===== src/rtl/ov7670_sccb_config.sv =====
`default_nettype none
// ============================================================================
// Module      : ov7670_sccb_config
// Description : Plays a fixed OV7670 register table over SCCB after START.
//               Optional NACK abort is enabled by defining SCCB_ACK_CHECK_EN.
// Revision    : 1.0 - initial release
// ============================================================================
module ov7670_sccb_config #(
    parameter int         QUARTER_CYCLES = 64,
    parameter int         DELAY_CYCLES   = 250000,
    parameter logic [7:0] DEVICE_ID      = 8'h42
) (
    input  logic       CLOCK,
    input  logic       RESET,
    input  logic       START,
    output logic       SIOC,
    output logic       SIOD_OUT,
    output logic       SIOD_OE,
    input  logic       SIOD_IN,
    output logic       BUSY,
    output logic       DONE,
    output logic       ERROR,
    output logic [3:0] REG_INDEX
);

    localparam int              c_QW         = (QUARTER_CYCLES > 1) ? $clog2(QUARTER_CYCLES) : 1;
    localparam logic [c_QW-1:0] c_QLAST      = c_QW'(QUARTER_CYCLES - 1);
    localparam logic [17:0]     c_DLAST      = 18'(DELAY_CYCLES - 1);
    localparam logic [3:0]      c_LAST_ENTRY = 4'd7;

    typedef enum logic [2:0] {
        S_IDLE   = 3'd0,
        S_START  = 3'd1,
        S_SEND   = 3'd2,
        S_STOP   = 3'd3,
        S_GAP    = 3'd4,
        S_DELAY  = 3'd5,
        S_FINISH = 3'd6
    } state_t;

    function automatic logic [15:0] f_entry(input logic [3:0] idx);
        case (idx)
            4'd0:    f_entry = 16'h1280;
            4'd1:    f_entry = 16'hFF00;
            4'd2:    f_entry = 16'h120C;
            4'd3:    f_entry = 16'h40D0;
            4'd4:    f_entry = 16'h1140;
            4'd5:    f_entry = 16'h0C08;
            4'd6:    f_entry = 16'h140B;
            default: f_entry = 16'h1E00;
        endcase
    endfunction

    function automatic logic f_is_delay(input logic [3:0] idx);
        logic [15:0] e;
        e = f_entry(idx);
        f_is_delay = (e[15:8] == 8'hFF);
    endfunction

    state_t          state_q, state_d;
    logic [c_QW-1:0] qcyc_q, qcyc_d;
    logic [1:0]      qtr_q, qtr_d;
    logic [4:0]      bit_q, bit_d;
    logic [17:0]     dcnt_q, dcnt_d;
    logic [3:0]      idx_q, idx_d;
    logic            busy_q, busy_d, done_q, done_d, err_q, err_d;
    logic            nack_q, nack_d;
    logic            sioc_q, sioc_d, siod_q, siod_d, oe_q, oe_d;
    logic            w_qend, w_ackbit, w_advance;
    logic [15:0]     w_entry;
    logic [7:0]      w_byte;
    logic [3:0]      w_pos;

`ifndef SCCB_ACK_CHECK_EN
    logic unused_siod;
    assign unused_siod = SIOD_IN;
`endif

    assign w_qend   = (qcyc_q == c_QLAST);
    assign w_ackbit = (bit_q == 5'd8) || (bit_q == 5'd17) || (bit_q == 5'd26);

    always_comb begin
        state_d   = state_q;
        qcyc_d    = qcyc_q;
        qtr_d     = qtr_q;
        bit_d     = bit_q;
        dcnt_d    = dcnt_q;
        idx_d     = idx_q;
        busy_d    = busy_q;
        done_d    = done_q;
        err_d     = err_q;
        nack_d    = nack_q;
        w_advance = 1'b0;
        case (state_q)
            S_IDLE: begin
                if (START) begin
                    idx_d   = 4'd0;
                    busy_d  = 1'b1;
                    done_d  = 1'b0;
                    err_d   = 1'b0;
                    nack_d  = 1'b0;
                    qcyc_d  = '0;
                    qtr_d   = 2'd0;
                    bit_d   = 5'd0;
                    dcnt_d  = 18'd0;
                    state_d = f_is_delay(4'd0) ? S_DELAY : S_START;
                end
            end
            S_START: begin
                qcyc_d = w_qend ? '0 : qcyc_q + 1'b1;
                if (w_qend) begin
                    qtr_d = qtr_q + 2'd1;
                    if (qtr_q == 2'd1) begin
                        state_d = S_SEND;
                        qtr_d   = 2'd0;
                        bit_d   = 5'd0;
                    end
                end
            end
            S_SEND: begin
                qcyc_d = w_qend ? '0 : qcyc_q + 1'b1;
`ifdef SCCB_ACK_CHECK_EN
                if (w_ackbit && qtr_q == 2'd2 && qcyc_q == '0) begin
                    nack_d = SIOD_IN;
                end
`endif
                if (w_qend) begin
                    qtr_d = qtr_q + 2'd1;
                    if (qtr_q == 2'd3) begin
                        // A NACK cuts the write short right after its ack bit.
                        if (bit_q == 5'd26 || (nack_q && w_ackbit)) begin
                            state_d = S_STOP;
                            bit_d   = 5'd0;
                        end else begin
                            bit_d = bit_q + 5'd1;
                        end
                    end
                end
            end
            S_STOP: begin
                qcyc_d = w_qend ? '0 : qcyc_q + 1'b1;
                if (w_qend) begin
                    qtr_d = qtr_q + 2'd1;
                    if (qtr_q == 2'd2) begin
                        qtr_d = 2'd0;
                        if (nack_q) begin
                            state_d = S_IDLE;
                            err_d   = 1'b1;
                            busy_d  = 1'b0;
                        end else begin
                            state_d = S_GAP;
                        end
                    end
                end
            end
            S_GAP: begin
                qcyc_d = w_qend ? '0 : qcyc_q + 1'b1;
                if (w_qend) begin
                    qtr_d = qtr_q + 2'd1;
                    if (qtr_q == 2'd3) begin
                        w_advance = 1'b1;
                    end
                end
            end
            S_DELAY: begin
                if (dcnt_q >= c_DLAST) begin
                    w_advance = 1'b1;
                end else begin
                    dcnt_d = dcnt_q + 18'd1;
                end
            end
            S_FINISH: begin
                state_d = S_IDLE;
                done_d  = 1'b1;
                busy_d  = 1'b0;
            end
            default: state_d = S_IDLE;
        endcase

        if (w_advance) begin
            qcyc_d = '0;
            qtr_d  = 2'd0;
            bit_d  = 5'd0;
            dcnt_d = 18'd0;
            if (idx_q == c_LAST_ENTRY) begin
                state_d = S_FINISH;
            end else begin
                idx_d   = idx_q + 4'd1;
                state_d = f_is_delay(idx_q + 4'd1) ? S_DELAY : S_START;
            end
        end
    end

    // Bus pins are decoded from the next state so they come straight off flops.
    always_comb begin
        w_entry = f_entry(idx_d);
        w_byte  = DEVICE_ID;
        w_pos   = bit_d[3:0];
        if (bit_d >= 5'd18) begin
            w_byte = w_entry[7:0];
            w_pos  = 4'(bit_d - 5'd18);
        end else if (bit_d >= 5'd9) begin
            w_byte = w_entry[15:8];
            w_pos  = 4'(bit_d - 5'd9);
        end
        sioc_d = 1'b1;
        siod_d = 1'b1;
        oe_d   = 1'b0;
        case (state_d)
            S_START: begin
                oe_d   = 1'b1;
                siod_d = 1'b0;
                sioc_d = (qtr_d == 2'd0);
            end
            S_SEND: begin
                sioc_d = qtr_d[1];
                if (w_pos != 4'd8) begin
                    oe_d   = 1'b1;
                    siod_d = w_byte[3'd7 - w_pos[2:0]];
                end
            end
            S_STOP: begin
                oe_d   = 1'b1;
                sioc_d = (qtr_d != 2'd0);
                siod_d = (qtr_d == 2'd2);
            end
            default: ;
        endcase
    end

    always_ff @(posedge CLOCK) begin
        if (RESET) begin
            state_q <= S_IDLE;
            qcyc_q  <= '0;
            qtr_q   <= 2'd0;
            bit_q   <= 5'd0;
            dcnt_q  <= 18'd0;
            idx_q   <= 4'd0;
            busy_q  <= 1'b0;
            done_q  <= 1'b0;
            err_q   <= 1'b0;
            nack_q  <= 1'b0;
            sioc_q  <= 1'b1;
            siod_q  <= 1'b1;
            oe_q    <= 1'b0;
        end else begin
            state_q <= state_d;
            qcyc_q  <= qcyc_d;
            qtr_q   <= qtr_d;
            bit_q   <= bit_d;
            dcnt_q  <= dcnt_d;
            idx_q   <= idx_d;
            busy_q  <= busy_d;
            done_q  <= done_d;
            err_q   <= err_d;
            nack_q  <= nack_d;
            sioc_q  <= sioc_d;
            siod_q  <= siod_d;
            oe_q    <= oe_d;
        end
    end

    assign SIOC      = sioc_q;
    assign SIOD_OUT  = siod_q;
    assign SIOD_OE   = oe_q;
    assign BUSY      = busy_q;
    assign DONE      = done_q;
    assign ERROR     = err_q;
    assign REG_INDEX = idx_q;

endmodule
`default_nettype wire


===== config.mk =====
export PLATFORM = sky130hd
export DESIGN_NAME = ov7670_sccb_config
export DESIGN_NICKNAME = d
export VERILOG_FILES = /design/src/rtl/ov7670_sccb_config.sv
export SDC_FILE = /design/constraint.sdc
export NUM_CORES = 1
export LEC_CHECK = 0
export ABC_AREA = 1
export BUFFER_PORTS_ARGS = -buffer_cell sky130_fd_sc_hd__buf_2
export CAP_MARGIN = 20
export CORE_ASPECT_RATIO = 0.7
export CORE_UTILIZATION = 62
export CTS_CLUSTER_SIZE = 24
export DETAILED_ROUTE_END_ITERATION = 10
export PLACE_DENSITY = 0.84
export SLEW_MARGIN = 40
export SYNTH_ARGS = -nofsm -noshare
export SYNTH_HDL_FRONTEND = slang
export SYNTH_SLANG_ARGS = --single-unit

===== constraint.sdc =====
create_clock -name CLOCK -period 3.3 [get_ports CLOCK]
set_clock_uncertainty 0.05 [all_clocks]
set_input_delay 0.66 -clock CLOCK [delete_from_list [all_inputs] [get_ports CLOCK]]
set_output_delay 0.66 -clock CLOCK [all_outputs]
set_load 0.01 [all_outputs]

=== After elaboration in Yosys (flattened, before gate mapping) ===
Cells that the tools add are included.

* Register bits: 44
* Input port bits: 4
* Output and inout bits: 10
* Word-level logic and storage cells: 141

* Add/sub/neg operators: 8
* $lt $le $gt $ge: 4
* Equality and inequality tests: 34
* Mux-type cells: 62
* Bitwise logic cells: 1
* Reduce and logical (&&, ||, !) cells: 20

{| class="wikitable"
|+ Operators by type and width
! cell !! number
|-
| one-hot mux 16 bit (7 select lines) || 2
|-
| two-way mux 18 bit || 2
|-
| one-hot mux 18 bit (2 select lines) || 1
|-
| two-way mux 5 bit || 7
|-
| two-way mux 3 bit || 11
|-
| two-way mux 16 bit || 2
|-
| equality test 4 x 3 -> 1 bit (second input constant) || 7
|-
| two-way mux 4 bit || 6
|-
| adder 18 x 1 -> 18 bit (second input constant) || 1
|-
| greater-or-equal comparator 18 bit (second input constant) || 1
|-
| equality test 4 x 2 -> 1 bit (second input constant) || 4
|-
| two-way mux 8 bit || 2
|-
| one-hot mux 3 bit (5 select lines) || 1
|-
| one-hot mux 5 bit (3 select lines) || 1
|-
| two-way mux 2 bit || 7
|-
| equality test 3 x 2 -> 1 bit (second input constant) || 4
|-
| two-way mux 6 bit || 2
|-
| one-hot mux 6 bit (2 select lines) || 1
|-
| AND reduction 5 bit || 2
|-
| nonzero test 2 bit || 5
|-
| equality test 3 bit (second input constant) || 3
|-
| two-way mux 1 bit || 9
|-
| equality test 4 x 1 -> 1 bit (second input constant) || 2
|-
| equality test 8 bit (second input constant) || 1
|-
| other kinds (30) || 45
|}

=== Depth between registers and ports, before layout ===
Gate-level depths: netlist (run 1).

* Depth in word-level cells: 14
* Mapped depth: 27
* Gate-level depth less buffers: 27

=== Worst setup path before layout (run 1) ===
Ideal clock, no wire load.

* Path kind: reg-to-reg
* Start: register qtr_q[0]
* End: register siod_q, in the netlist SIOD_OUT
* Data arrival time: 2666 ps
* Data required time: 3133 ps
* Slack: 467 ps
* Cell stages (with the launch flop): 25
* Buffers on the path: 1
* Period minus slack after synthesis: 2833 ps
* Path through: dfxtp_1 ha_1 inv_1 nor3_2 nand2_2 nor3b_1 a21oi_1 nor2_1 inv_1 ha_1 inv_1 nor2_1 nand2_2 nand2_2 buf_6 nand3_2 nand2_2 inv_2 nand3_1 nand2_1 nand2_1 nand2_1 nand3_1 nand2_1 nand2_1

* Word-level cells in the longest chain between the ends: 13
* Elaborated cells between the ends (all ways): 56
* Those cells by class: 4 x add/sub; 2 x order compare; 14 x eq/ne; 35 x mux; 1 x reduce/logical

{| class="wikitable"
|+ RTL lines
! item !! RTL line !! RTL
|-
| from (decl) || 62 || <nowiki>logic [1:0] qtr_q, qtr_d;</nowiki>
|-
| from (signal assigned) || 249 || <nowiki>qtr_q <= qtr_d;</nowiki>
|-
| equality test 2 bit / equality test 2 x 1 -> 1 bit (equally long branches) || 129, 160, 113 ||
|-
| two-way mux 5 bit (tied with other cells) || 129 || <nowiki>if (qtr_q == 2'd3) begin</nowiki>
|-
| two-way mux 5 bit (tied with other cells) || 127 || <nowiki>if (w_qend) begin</nowiki>
|-
| one-hot mux 5 bit (3 select lines) / one-hot mux 1 bit (2 select lines) (equally long branches) || 94 || <nowiki>case (state_q)</nowiki>
|-
| two-way mux 5 bit (*) || 180 || <nowiki>if (w_advance) begin</nowiki>
|-
| named net bit_d[1] || 63 || <nowiki>logic [4:0] bit_q, bit_d;</nowiki>
|-
| subtractor 4 bit / greater-or-equal comparator 5 x 4 -> 1 bit (equally long branches) || 204, 202 ||
|-
| two-way mux 4 bit || 202 || <nowiki>end else if (bit_d >= 5'd9) begin</nowiki>
|-
| two-way mux 4 bit || 199 || <nowiki>if (bit_d >= 5'd18) begin</nowiki>
|-
| subtractor 3 bit || 219 || <nowiki>siod_d = w_byte[3'd7 - w_pos[2:0]];</nowiki>
|-
| binary-select mux 1 bit (select 3 bit) || 219 ||
|-
| two-way mux 1 bit (implied by the code) || 219 ||
|-
| two-way mux 1 bit (*) || 217 || <nowiki>if (w_pos != 4'd8) begin</nowiki>
|-
| one-hot mux 1 bit (3 select lines) (*) || 209 || <nowiki>case (state_d)</nowiki>
|-
| to (signal assigned) || 258 || <nowiki>siod_q <= siod_d;</nowiki>
|-
| to (decl) || 68 || <nowiki>logic sioc_q, sioc_d, siod_q, siod_d, oe_q, oe_d;</nowiki>
|}

Mark *: on every way through the listed nets, which the timed path passes. The rest lies on a longest branch. The select of a mux whose other input is x is not followed.
A chain may end at the register's enable or synchronous reset.

=== Worst setup path after layout (run 1) ===
* Start: register qcyc_q[1]
* End: register oe_q, in the netlist SIOD_OE

* Word-level cells in the longest chain between the ends: 10
* Elaborated cells between the ends (all ways): 25
* Those cells by class: 2 x add/sub; 2 x order compare; 5 x eq/ne; 15 x mux; 1 x reduce/logical

{| class="wikitable"
|+ RTL lines
! item !! RTL line !! RTL
|-
| from (decl) || 61 || <nowiki>logic [c_QW-1:0] qcyc_q, qcyc_d;</nowiki>
|-
| from (signal assigned) || 248 || <nowiki>qcyc_q <= qcyc_d;</nowiki>
|-
| equality test 6 bit (*) || 79 || <nowiki>assign w_qend = (qcyc_q == c_QLAST);</nowiki>
|-
| two-way mux 5 bit (tied with other cells) || 127 ||
|-
| one-hot mux 5 bit (3 select lines) / one-hot mux 1 bit (2 select lines) (equally long branches) || 94 ||
|-
| two-way mux 5 bit (*) || 180 ||
|-
| named net bit_d[1] || 63 ||
|-
| subtractor 4 bit / greater-or-equal comparator 5 x 4 -> 1 bit (equally long branches) || 204, 202 ||
|-
| two-way mux 4 bit || 202 ||
|-
| two-way mux 4 bit (*) || 199 ||
|-
| inequality test 4 bit (*) || 217 ||
|-
| two-way mux 1 bit (*) || 217 ||
|-
| one-hot mux 1 bit (2 select lines) (*) || 209 ||
|-
| to (signal assigned) || 245 || <nowiki>oe_q <= 1'b0;</nowiki>
|-
| to (signal assigned) || 259 || <nowiki>oe_q <= oe_d;</nowiki>
|-
| to (decl) || 68 ||
|}

Mark *: on every way through the listed nets, which the timed path passes. The rest lies on a longest branch.

==> reports/results.tsv, run 1 <==
metric	value	unit
outcome	complete, no violations	
Slew Viols, Final	0	
Die ar.	5663	um2
synth unique cells	50	
ANT cells	0	
CP delay by family, top	simple AND/OR/NAND/NOR gates	
area occupied by multi-input gates	2200	um2
Nets	540	
post-route ant nets	0	
final hold viol count	0	
Worst path max stage delay	390	ps
Yosys reg bits	43	
Max Cap Viol	0	
DRT Pass-1 Iters	5	
Hold Buf Count CTS	0	
routed len/inst	13.13	um
synth top area cells	dfxtp_1, nand2_1, nor2_1	
Yosys warnings	0	
power density of the placed cells	261.6	nW/um2
GPL Wtd Cong	0.9624	
row cnt	21	
first-pass GRT wire length	12970	um
drt via density	5.549	
top-count cell post-synth	nand2_1	
share of the synthesized area in the top cell type	25.89	%
Overflow after GRT	0	
H-tree Lvls	2	
Port Buf Inserts	11	
critical path's slowest cell	dfxtp_1	
chip width	89.52	um
Worst-Skew Late Latency	300	ps
Syn Nets	515	
hold_ws	424.1	ps
starting density of the core	66.94	%
post-synthesis async set-or-reset flop share	0	%
critical path launch point type	register	
Design Power	0.0009546	W
P_leak	1.700	nW
largest net degree at the start of global routing	17	
post-synth top area cell	dfxtp_1	
Place WS	83.99	ps
Total GRT Usage	29.23	%
RSZ-0062 raised after global routing	no	
Seq/Total Area, Yosys	25.89	%
Synth Cell Area	3324	um2
drt drc	0	
Total Routed Length	7748	um
Hold WC Path Type	register to register	
CTS tree	done	
CP Cell Sequence	ha_4, nand3_4, nor2_8, nand2_2, nor2_4, inv_2, nand2_8, nor2_1, inv_1, ha_1, inv_2, nor2_1, nand2_2, nand2_4, nand2_4, nand2_1, nand2_2, a21oi_1, nand4_1, o21ai_2, inv_1	
Setup crit end kind	register	
clock slew at reported path FFs	80	ps
core area	4966	um2
initial antenna violation count	0	
Layout area overhead	9.748	%
ratio of cells with drive above 1 in the final layout	23.61	%
post-route clock period utilization	92.70	%
critical setup path kind	register to register	
final setup margin	240.7	ps
cell with the most instances on the worst path	nand2_2	
Worst Path Buf+Inv	4	
Sequential Area	863.3	um2
Avg Inst Size Synth	6.716	um2
CP Data Arrival Time	3200	ps
1st-iter DRT viols	217	
total CTS buffers	5	
Critical Path RT	3440	ps
Post-synth top flop	dfxtp_1	
commonest cells in the netlist	nand2_1, nor2_1, inv_1, nand3_1, dfxtp_1	
height of the chip	63.27	um
Post-Synthesis Cells	495	
number of global-route vias before repair	2965	
root buf cell	clkbuf_8	
via count	3274	
fin crit period	3059	ps
peak supply drop	0.1854	mV
clk buf depth	2	
final setup TNS	0	ps
TritonCTS Sinks	43	
f_max	326.9	MHz
Setup violations, final	0	
final HPWL from detailed placement	5986	um
fill count	399	
Post-synth EDFFs	0	
CP max FO	11	
I/O pins	14	
[state kept, by name, indices dropped and copies added (netlist names), 2 cells and up]
name and flops:
qcyc_q 6, state_q 3, dcnt_q 18, qtr_q 2
bit_q 5, REG_INDEX 4
[worst paths after layout]
kind | endpoint | start | slack (ps) | cells after the start
max | SIOD_OE$_SDFF_PP0_ | qcyc_q[1]$_SDFFE_PP0P_ | 240 | 21
min reg2reg | BUSY$_SDFFE_PP0P_ | BUSY$_SDFFE_PP0P_ | 420 | 2
min | BUSY$_SDFFE_PP0P_ | BUSY$_SDFFE_PP0P_ | 420 | 2
max reg2reg | SIOD_OE$_SDFF_PP0_ | qcyc_q[1]$_SDFFE_PP0P_ | 240 | 21
[cells by family after synthesis]
| family | after synthesis | share of synthesized area, % |
|---|---|---|
| xor+xnor | 4 | 1.054 |
| other cells | 1 | 0.1128 |
| compound gates | 70 | 12.87 |
| simple gates | 284 | 44.94 |
| buf+inv | 77 | 9.108 |
| flops | 43 | 25.89 |
| fa+ha+maj | 16 | 6.022 |
[metal layers]
metal / vias up / wire length (um) / share of wire, % / global-route usage (%)
met2: 114 / 3343 / 43 / 45.61
met3: 13 / 487 / 6.3 / 4.456
met4: 0 / 107 / 1.4 / 7.143
met5: - / 0 / 0 / 0
met1: 1479 / 3810 / 49 / 41.91
li1: 1668 / - / - / -
[power breakdown]
| group | internal, W | switching, W | total, W |
|---|---|---|---|
| registers | 0.000525 | 0.00000462 | 0.000530 |
| clock network | 0.000148 | 0.000189 | 0.000337 |
| logic | 0.0000251 | 0.0000632 | 0.0000882 |
| total | 0.000698 | 0.000256 | 0.000955 |
[metrics by stage]
stage / utilization, % / instances / cell area [um2]
floorplan: - / 495 / 3324
global placement: 70.62 / 580 / 3507
detailed placement: 70.62 / 580 / 3507
CTS: 72.34 / 588 / 3592
global route: 73.47 / 590 / 3649
finish: 73.47 / 590 / 3649
[cell type report]
cell class | count | area share (%)
clock buffers | 6 | 1.989
clock inverters | 2 | 0.3429
inverters | 73 | 7.579
multi-input cells | 375 | 60.29
flip-flops and latches | 43 | 23.66
well taps | 69 | 2.366
repair buffers | 22 | 3.772
[cell usage in the layout, fill, tap and decap left out, types with 3 or more instances in the layout]
cell type / count
nor2_2: 9
xor2_1: 3
inv_1: 50
nor2_1: 60
nand2_2: 20
dfxtp_1: 41
nand2_1: 96
buf_2: 11
o21ai_1: 6
nand4_1: 9
nand3_2: 5
o21ai_0: 24
nand3_1: 44
nor2_4: 6
o221a_2: 3
clkbuf_8: 5
nor3_1: 10
ha_1: 15
inv_2: 21
nand2_4: 8
a21oi_1: 20
buf_4: 11
[repair_timing]
item	in CTS	in global routing
buffers inserted	0	2
gates resized for setup	0	10
setup endpoints to repair	0	2
[worst min-delay path, stage by stage (launching register included)]
cell,delay [ps]
dfxtp_1,320
nand2_1,60
a21oi_1,50
No activity file was read; power rests on OpenSTA's default activity.
==> inputs of run 2 (changes only) <==
PLACE_DENSITY = 0.77   (was 0.84)
==> run 2 against run 1 <==
Core utilization is 0.40 points higher. Setup slack better by 40 ps. Routed wire length is 0.49% higher. Register-to-register slack better by 40 ps. Die area stayed put. Largest power group unchanged. Highest routed layer unchanged.
==> reports/results.tsv, run 2 (same netlist as run 1, synthesis figures left out) <==
metric	value	unit	change
outcome	complete, no violations		unchanged
total CTS buffers	5		unchanged
drt drc	0		unchanged
core area	4966	um2	unchanged
Hold WC Path Type	register to register		unchanged
most frequent cells in the layout	nand2_1, nor2_1, inv_1, nand3_1, dfxtp_1		unchanged
routed len/inst	13.20	um	was 13.13 um
cell-internal power	0.0007210	W	was 0.0006982 W
ratio of cells with drive above 1 in the final layout	23.22	%	was 23.61%
1st-iter DRT viols	250		was 217
number of global-route vias before repair	2975		was 2,965
worst reg2reg path startpoint	qtr_q[0]$_SDFF_PP0_		was qcyc_q[1]$_SDFFE_PP0P_
reg2reg end	SIOD_OUT$_SDFF_PP1_		was SIOD_OE$_SDFF_PP0_
ANT cells	0		unchanged
Overflow after GRT	0		unchanged
hold-critical path depth	2		unchanged
design area	3669	um2	was 3649 um2
critical path launch point type	register		unchanged
R2R depth	23		was 21
post-route clock period utilization	91.48	%	was 92.70%
power share of the clock group	37.8	%	was 35.3%
I/O pins	14		unchanged
first-pass GRT wire length	13340	um	was 12,970 um
final std cells w/o fill	590		unchanged
Die ar.	5663	um2	unchanged
CP Data Arrival Time	3170	ps	was 3200 ps
clock slew at reported path FFs	90	ps	was 80 ps
row cnt	21		unchanged
final hold viol count	0		unchanged
largest net degree at the start of global routing	17		unchanged
GPL Wtd Cong	0.9296		was 0.9624
root buf cell	clkbuf_8		unchanged
TritonCTS Sinks	43		unchanged
f_max	331.3	MHz	was 326.9 MHz
Setup violations, final	0		unchanged
Max Cap Viol	0		unchanged
fill count	408		was 399
Slew Viols, Final	0		unchanged
P_sw	0.0002710	W	was 0.0002564 W
CP max FO	11		unchanged
P_leak	1.687	nW	was 1.700 nW
Layout area overhead	10.35	%	was 9.748%
combinational fraction of design power	8.8	%	was 9.2%
power density of the placed cells	270.4	nW/um2	was 261.6 nW/um2
DRT Pass-1 Iters	5		unchanged
CTS tree	done		unchanged
Inst Count DP	578		was 580
Worst-Skew Late Latency	310	ps	was 300 ps
end point of the critical path	SIOD_OUT$_SDFF_PP1_		was SIOD_OE$_SDFF_PP0_
Critical Path RT	3450	ps	was 3440 ps
final HPWL from detailed placement	6098	um	was 5986 um
critical setup path kind	register to register		unchanged
via count	3320		was 3,274
Area after DPL	3492	um2	was 3507 um2
peak supply drop	0.2107	mV	was 0.1854 mV
commonest non-fill, non-tap cell in the layout	nand2_1		unchanged
post-layout util	73.87	%	was 73.47%
Reg with most FFs	dcnt_q		unchanged
R2R Setup Slk	280	ps	was 240 ps
sequential share of power	53.4	%	was 55.5%
initial antenna violation count	0		unchanged
Total GRT Usage	30.30	%	was 29.23%
drt via density	5.627		was 5.549
Setup crit end kind	register		unchanged
Critical path origin	qtr_q[0]$_SDFF_PP0_		was qcyc_q[1]$_SDFFE_PP0P_
Regs by FF count	dcnt_q (18), qcyc_q (6), bit_q (5)		unchanged
height of the chip	63.27	um	unchanged
fin crit period	3019	ps	was 3059 ps
starting density of the core	66.94	%	unchanged
Total Routed Length	7786	um	was 7748 um
sw frac	27.32	%	was 26.86%
post-route ant nets	0		unchanged
max FFs per register	18		unchanged
Hold Buf Count CTS	0		unchanged
Nets	540		unchanged
chip width	89.52	um	unchanged
H-tree Lvls	2		unchanged
Port Buf Inserts	11		unchanged
clk buf depth	2		unchanged
hold_ws	409.8	ps	was 424.1 ps
## run 2: routing by layer
metal  track usage [%]  vias to the layer above  routed length (um)
met4             5.556                        0                  57
met3             6.160                       10                 579
met2             46.56                      113                3227
li1                  -                     1664                   -
met1             43.91                     1533                3921
met5                 0                        -                   0
## run 2: repair_timing
action                     CTS  global route
gates resized for setup      0             9
buffers inserted             0             4
setup endpoints to repair    0             2
## run 2: worst max-delay path, cell delays in order (launching register included)
cell	delay [ps]
dfxtp_1	440
ha_1	210
inv_1	70
nor3_4	200
nand2_2	80
nor3b_1	240
a21oi_2	70
nor2_2	130
inv_1	80
ha_1	190
inv_1	120
nor2_1	70
nand2_2	110
nand2_8	100
nand2_4	110
nand2_1	60
nand2_2	130
nand3_1	90
nand2_1	70
nand2_1	50
nand2_1	70
nand3_1	70
nand2_1	60
nand2_1	50
## run 2: how the worst min path moves through the flow
stage                       startpoint                      end  slack, ps
2_1_floorplan  dcnt_q[17]$_SDFFE_PP0P_  dcnt_q[17]$_SDFFE_PP0P_        380
3_3_place_gp   dcnt_q[17]$_SDFFE_PP0P_  dcnt_q[17]$_SDFFE_PP0P_        390
3_5_place_dp   dcnt_q[17]$_SDFFE_PP0P_  dcnt_q[17]$_SDFFE_PP0P_        400
4_1_cts        dcnt_q[17]$_SDFFE_PP0P_  dcnt_q[17]$_SDFFE_PP0P_        410
5_1_grt              BUSY$_SDFFE_PP0P_        BUSY$_SDFFE_PP0P_        440
6_report       dcnt_q[17]$_SDFFE_PP0P_  dcnt_q[17]$_SDFFE_PP0P_        410
## run 2: per-stage QoR
step	TNS (ps)	total power [W]	setup slack [ps]
2_1_floorplan	0	0.0006026	466.5
4_1_cts	0	0.0009901	134.9
3_3_place_gp	0	0.0006234	215.8
5_1_grt	-46.79	0.001023	-46.79
3_5_place_dp	0	0.0006259	155.6
6_report	0	0.0009920	281.2
## run 2: cell type report
class	instances	area, um2	area share [%]
clock buffers	6	82.58	2.251
clock inverters	2	16.27	0.4434
inverters	73	276.5	7.538
multi-input cells	375	2207	60.16
flip-flops and latches	43	862.1	23.50
well taps	69	86.33	2.353
repair buffers	22	137.6	3.752
## run 2: power groups by stage
stage	Combinational, W	Clock (W)	Sequential (W)
2_1_floorplan	0.0000603	0	0.000542
3_3_place_gp	0.0000830	0	0.000540
3_5_place_dp	0.0000853	0	0.000541
4_1_cts	0.0000855	0.000376	0.000528
5_1_grt	0.0000972	0.000396	0.000530
6_report	0.0000872	0.000375	0.000529
==> inputs of run 3 (changes only) <==
CAP_MARGIN = 30   (was 20)
CELL_PAD_IN_SITES_DETAIL_PLACEMENT = 0   (was default)
CELL_PAD_IN_SITES_GLOBAL_PLACEMENT = 2   (was default)
CORE_UTILIZATION = 35   (was 62)
PLACE_DENSITY = default   (was 0.77)
PLACE_DENSITY_LB_ADDON = 0.08   (was default)
==> run 3 against run 2 <==
Sequential cell count unchanged. Final cell count up 9.3%. Setup slack better by 33 ps. Critical path type unchanged. Clock power up 50%. Worst hold slack worse by 9.9 ps. Non-clock buffer count up 1. Largest cell class unchanged. Die area up 75%. Routed wire length up 6.9%.
==> reports/results.tsv, run 3 (same netlist as run 1, synthesis figures left out) <==
metric	value	unit	change
outcome	complete, no violations		unchanged
clk buf depth	2		unchanged
Setup crit end kind	register		unchanged
largest net degree at the start of global routing	17		unchanged
clock slew at reported path FFs	60	ps	was 90 ps
final hold viol count	0		unchanged
critical setup path kind	register to register		unchanged
1st-iter DRT viols	188		was 250
Total GRT Usage	18.03	%	was 30.30%
Overflow after GRT	0		unchanged
power density of the placed cells	311.4	nW/um2	was 270.4 nW/um2
row cnt	29		was 21
H-tree Lvls	2		unchanged
Reg with most FFs	dcnt_q		unchanged
reg2reg end	SIOD_OUT$_SDFF_PP1_		unchanged
f_max	334.9	MHz	was 331.3 MHz
Total Routed Length	8320	um	was 7786 um
peak supply drop	0.1663	mV	was 0.2107 mV
Critical Path RT	3430	ps	was 3450 ps
post-route clock period utilization	90.49	%	was 91.48%
Hold WC Path Type	register to register		unchanged
routed len/inst	12.90	um	was 13.20 um
Port Buf Inserts	11		unchanged
via count	3082		was 3,320
CP max FO	7		was 11
root buf cell	clkbuf_16		was clkbuf_8
critical path launch point type	register		unchanged
number of global-route vias before repair	2879		was 2,975
starting density of the core	36.36	%	was 66.94%
Worst path max stage delay	350	ps	was 440 ps
CP delay by family, top	simple AND/OR/NAND/NOR gates		unchanged
worst reg2reg path startpoint	qcyc_q[1]$_SDFFE_PP0P_		was qtr_q[0]$_SDFF_PP0_
cell with the most instances on the worst path	nand2_1		unchanged
R2R Setup Slk	310	ps	was 280 ps
Slew Viols, Final	0		unchanged
Worst Path Buf+Inv	3		unchanged
fin crit period	2986	ps	was 3019 ps
total CTS buffers	5		unchanged
P_leak	1.716	nW	was 1.687 nW
first-pass GRT wire length	14220	um	was 13,340 um
TritonCTS Sinks	43		unchanged
commonest non-fill, non-tap cell in the layout	nand2_1		unchanged
drt via density	4.778		was 5.627
post-route ant nets	0		unchanged
CP Cell Sequence	ha_2, nand3_4, nor2_8, nand2_2, nand2_2, nand3_1, a21oi_1, nor2_1, inv_1, ha_1, inv_2, nor2_4, nand2_2, nand2_4, nand2_4, nand2_1, o21ai_1, a21oi_2, buf_4, a21oi_1, nand2_1, nand3_1, nand2_1, nand2_1		was ha_1, inv_1, nor3_4, nand2_2, nor3b_1, a21oi_2, nor2_2, inv_1, ha_1, inv_1, nor2_1, nand2_2, nand2_8, nand2_4, nand2_1, nand2_2, nand3_1, nand2_1, nand2_1, nand2_1, nand3_1, nand2_1, nand2_1
Area after DPL	3591	um2	was 3492 um2
Nets	541		was 540
GPL Wtd Cong	0.8346		was 0.9296
Setup violations, final	0		unchanged
Hold Path Origin	dcnt_q[17]$_SDFFE_PP0P_		unchanged
Regs by FF count	dcnt_q (18), qcyc_q (6), bit_q (5)		unchanged
chip width	118.5	um	was 89.52 um
hold-critical path depth	2		unchanged
CP Data Arrival Time	3120	ps	was 3170 ps
ratio of cells with drive above 1 in the final layout	23.61	%	was 23.22%
core area	9144	um2	was 4966 um2
most frequent cells in the layout	nand2_1, nor2_1, inv_1, nand3_1, dfxtp_1		unchanged
DRT Pass-1 Iters	4		was 5
Layout area overhead	14.00	%	was 10.35%
Design Power	0.001180	W	was 0.0009920 W
drt drc	0		unchanged
I/O pins	14		unchanged
Hold Crit Endpoint	dcnt_q[17]$_SDFFE_PP0P_		unchanged
height of the chip	83.54	um	was 63.27 um
CTS tree	done		unchanged
Critical path origin	qcyc_q[1]$_SDFFE_PP0P_		was qtr_q[0]$_SDFF_PP0_
Worst-Skew Late Latency	290	ps	was 310 ps
design area	3790	um2	was 3669 um2
initial antenna violation count	0		unchanged
R2R depth	24		was 23
Max Cap Viol	0		unchanged
max FFs per register	18		unchanged
Die ar.	9898	um2	was 5663 um2
final HPWL from detailed placement	6694	um	was 6098 um
ANT cells	0		unchanged
critical path's slowest cell	dfxtp_1		unchanged
run 3: changes by cell type in the layout (fill, tap and decap cells not counted), sizes merged:
cell    delta
buf        +1
bufinv     +1
clkbuf     -1
clkinv     -1
run 3: area by class of cell:
| type | count | area (um2) |
|---|---|---|
| multi-input combinational | 375 | 2186 |
| sequential | 43 | 864.6 |
| clock inverter | 2 | 37.54 |
| fill | 993 | 5354 |
| clock buffer | 5 | 125.1 |
| tap | 124 | 155.1 |
| timing repair buffer | 23 | 145.1 |
| inverter | 73 | 276.5 |
run 3: routing by layer:
layer  wire (um)  vias to the layer above  track usage (%)
met3         380                        4            3.484
met2        3026                       44            24.97
met4          43                        0            3.452
met5           0                        -                0
li1            -                     1662                -
met1        4870                     1372            28.25
run 3: worst max path at each step:
stage	slack (ps)	endpoint	depth (start not counted)
floorplan	470	SIOD_OUT$_SDFF_PP1_	24
global placement	160	SIOD_OE$_SDFF_PP0_	21
detailed placement	150	SIOD_OE$_SDFF_PP0_	21
CTS	130	SIOD_OE$_SDFF_PP0_	21
global route	-0.9	SIOD_OUT$_SDFF_PP1_	23
finish	310	SIOD_OUT$_SDFF_PP1_	24
run 3: worst reg2reg max path, stage by stage, from the launching register on:
cell     delay (ps)
dfxtp_1         350
ha_2            230
nand3_4         130
nor2_8          160
nand2_2         110
nand2_2          90
nand3_1          70
a21oi_1         210
nor2_1          100
inv_1            90
ha_1            160
inv_2            60
nor2_4          110
nand2_2          60
nand2_4          80
nand2_4          90
nand2_1          70
o21ai_1          70
a21oi_2         180
buf_4           140
a21oi_1          40
nand2_1          60
nand3_1          60
nand2_1          60
nand2_1          40
run 3: where the power goes:
| group | switching [W] | internal [W] |
|---|---|---|
| sequential | 0.00000399 | 0.000526 |
| clock | 0.000211 | 0.000353 |
| combinational | 0.0000621 | 0.0000252 |
| total | 0.000277 | 0.000904 |
run 3: timing repair:
item                                    CTS  global route
gates resized for setup                   0             9
endpoints found under the setup margin    0             2
buffers inserted                          0             1
hold buffers                              0             0
run 3: per-stage QoR:
stage | setup WS (ps) | hold slack, ps | std cells | utilization (%) | setup TNS (ps)
floorplan | 466.5 | 380.3 | 495 | - | 0
global placement | 164.4 | 389.3 | 637 | 39.27 | 0
detailed placement | 154.2 | 394.3 | 637 | 39.27 | 0
CTS | 133.4 | 403.7 | 644 | 41.05 | 0
global route | -0.8853 | 435.3 | 645 | 41.45 | -0.8853
finish | 313.7 | 399.9 | 645 | 41.45 | 0
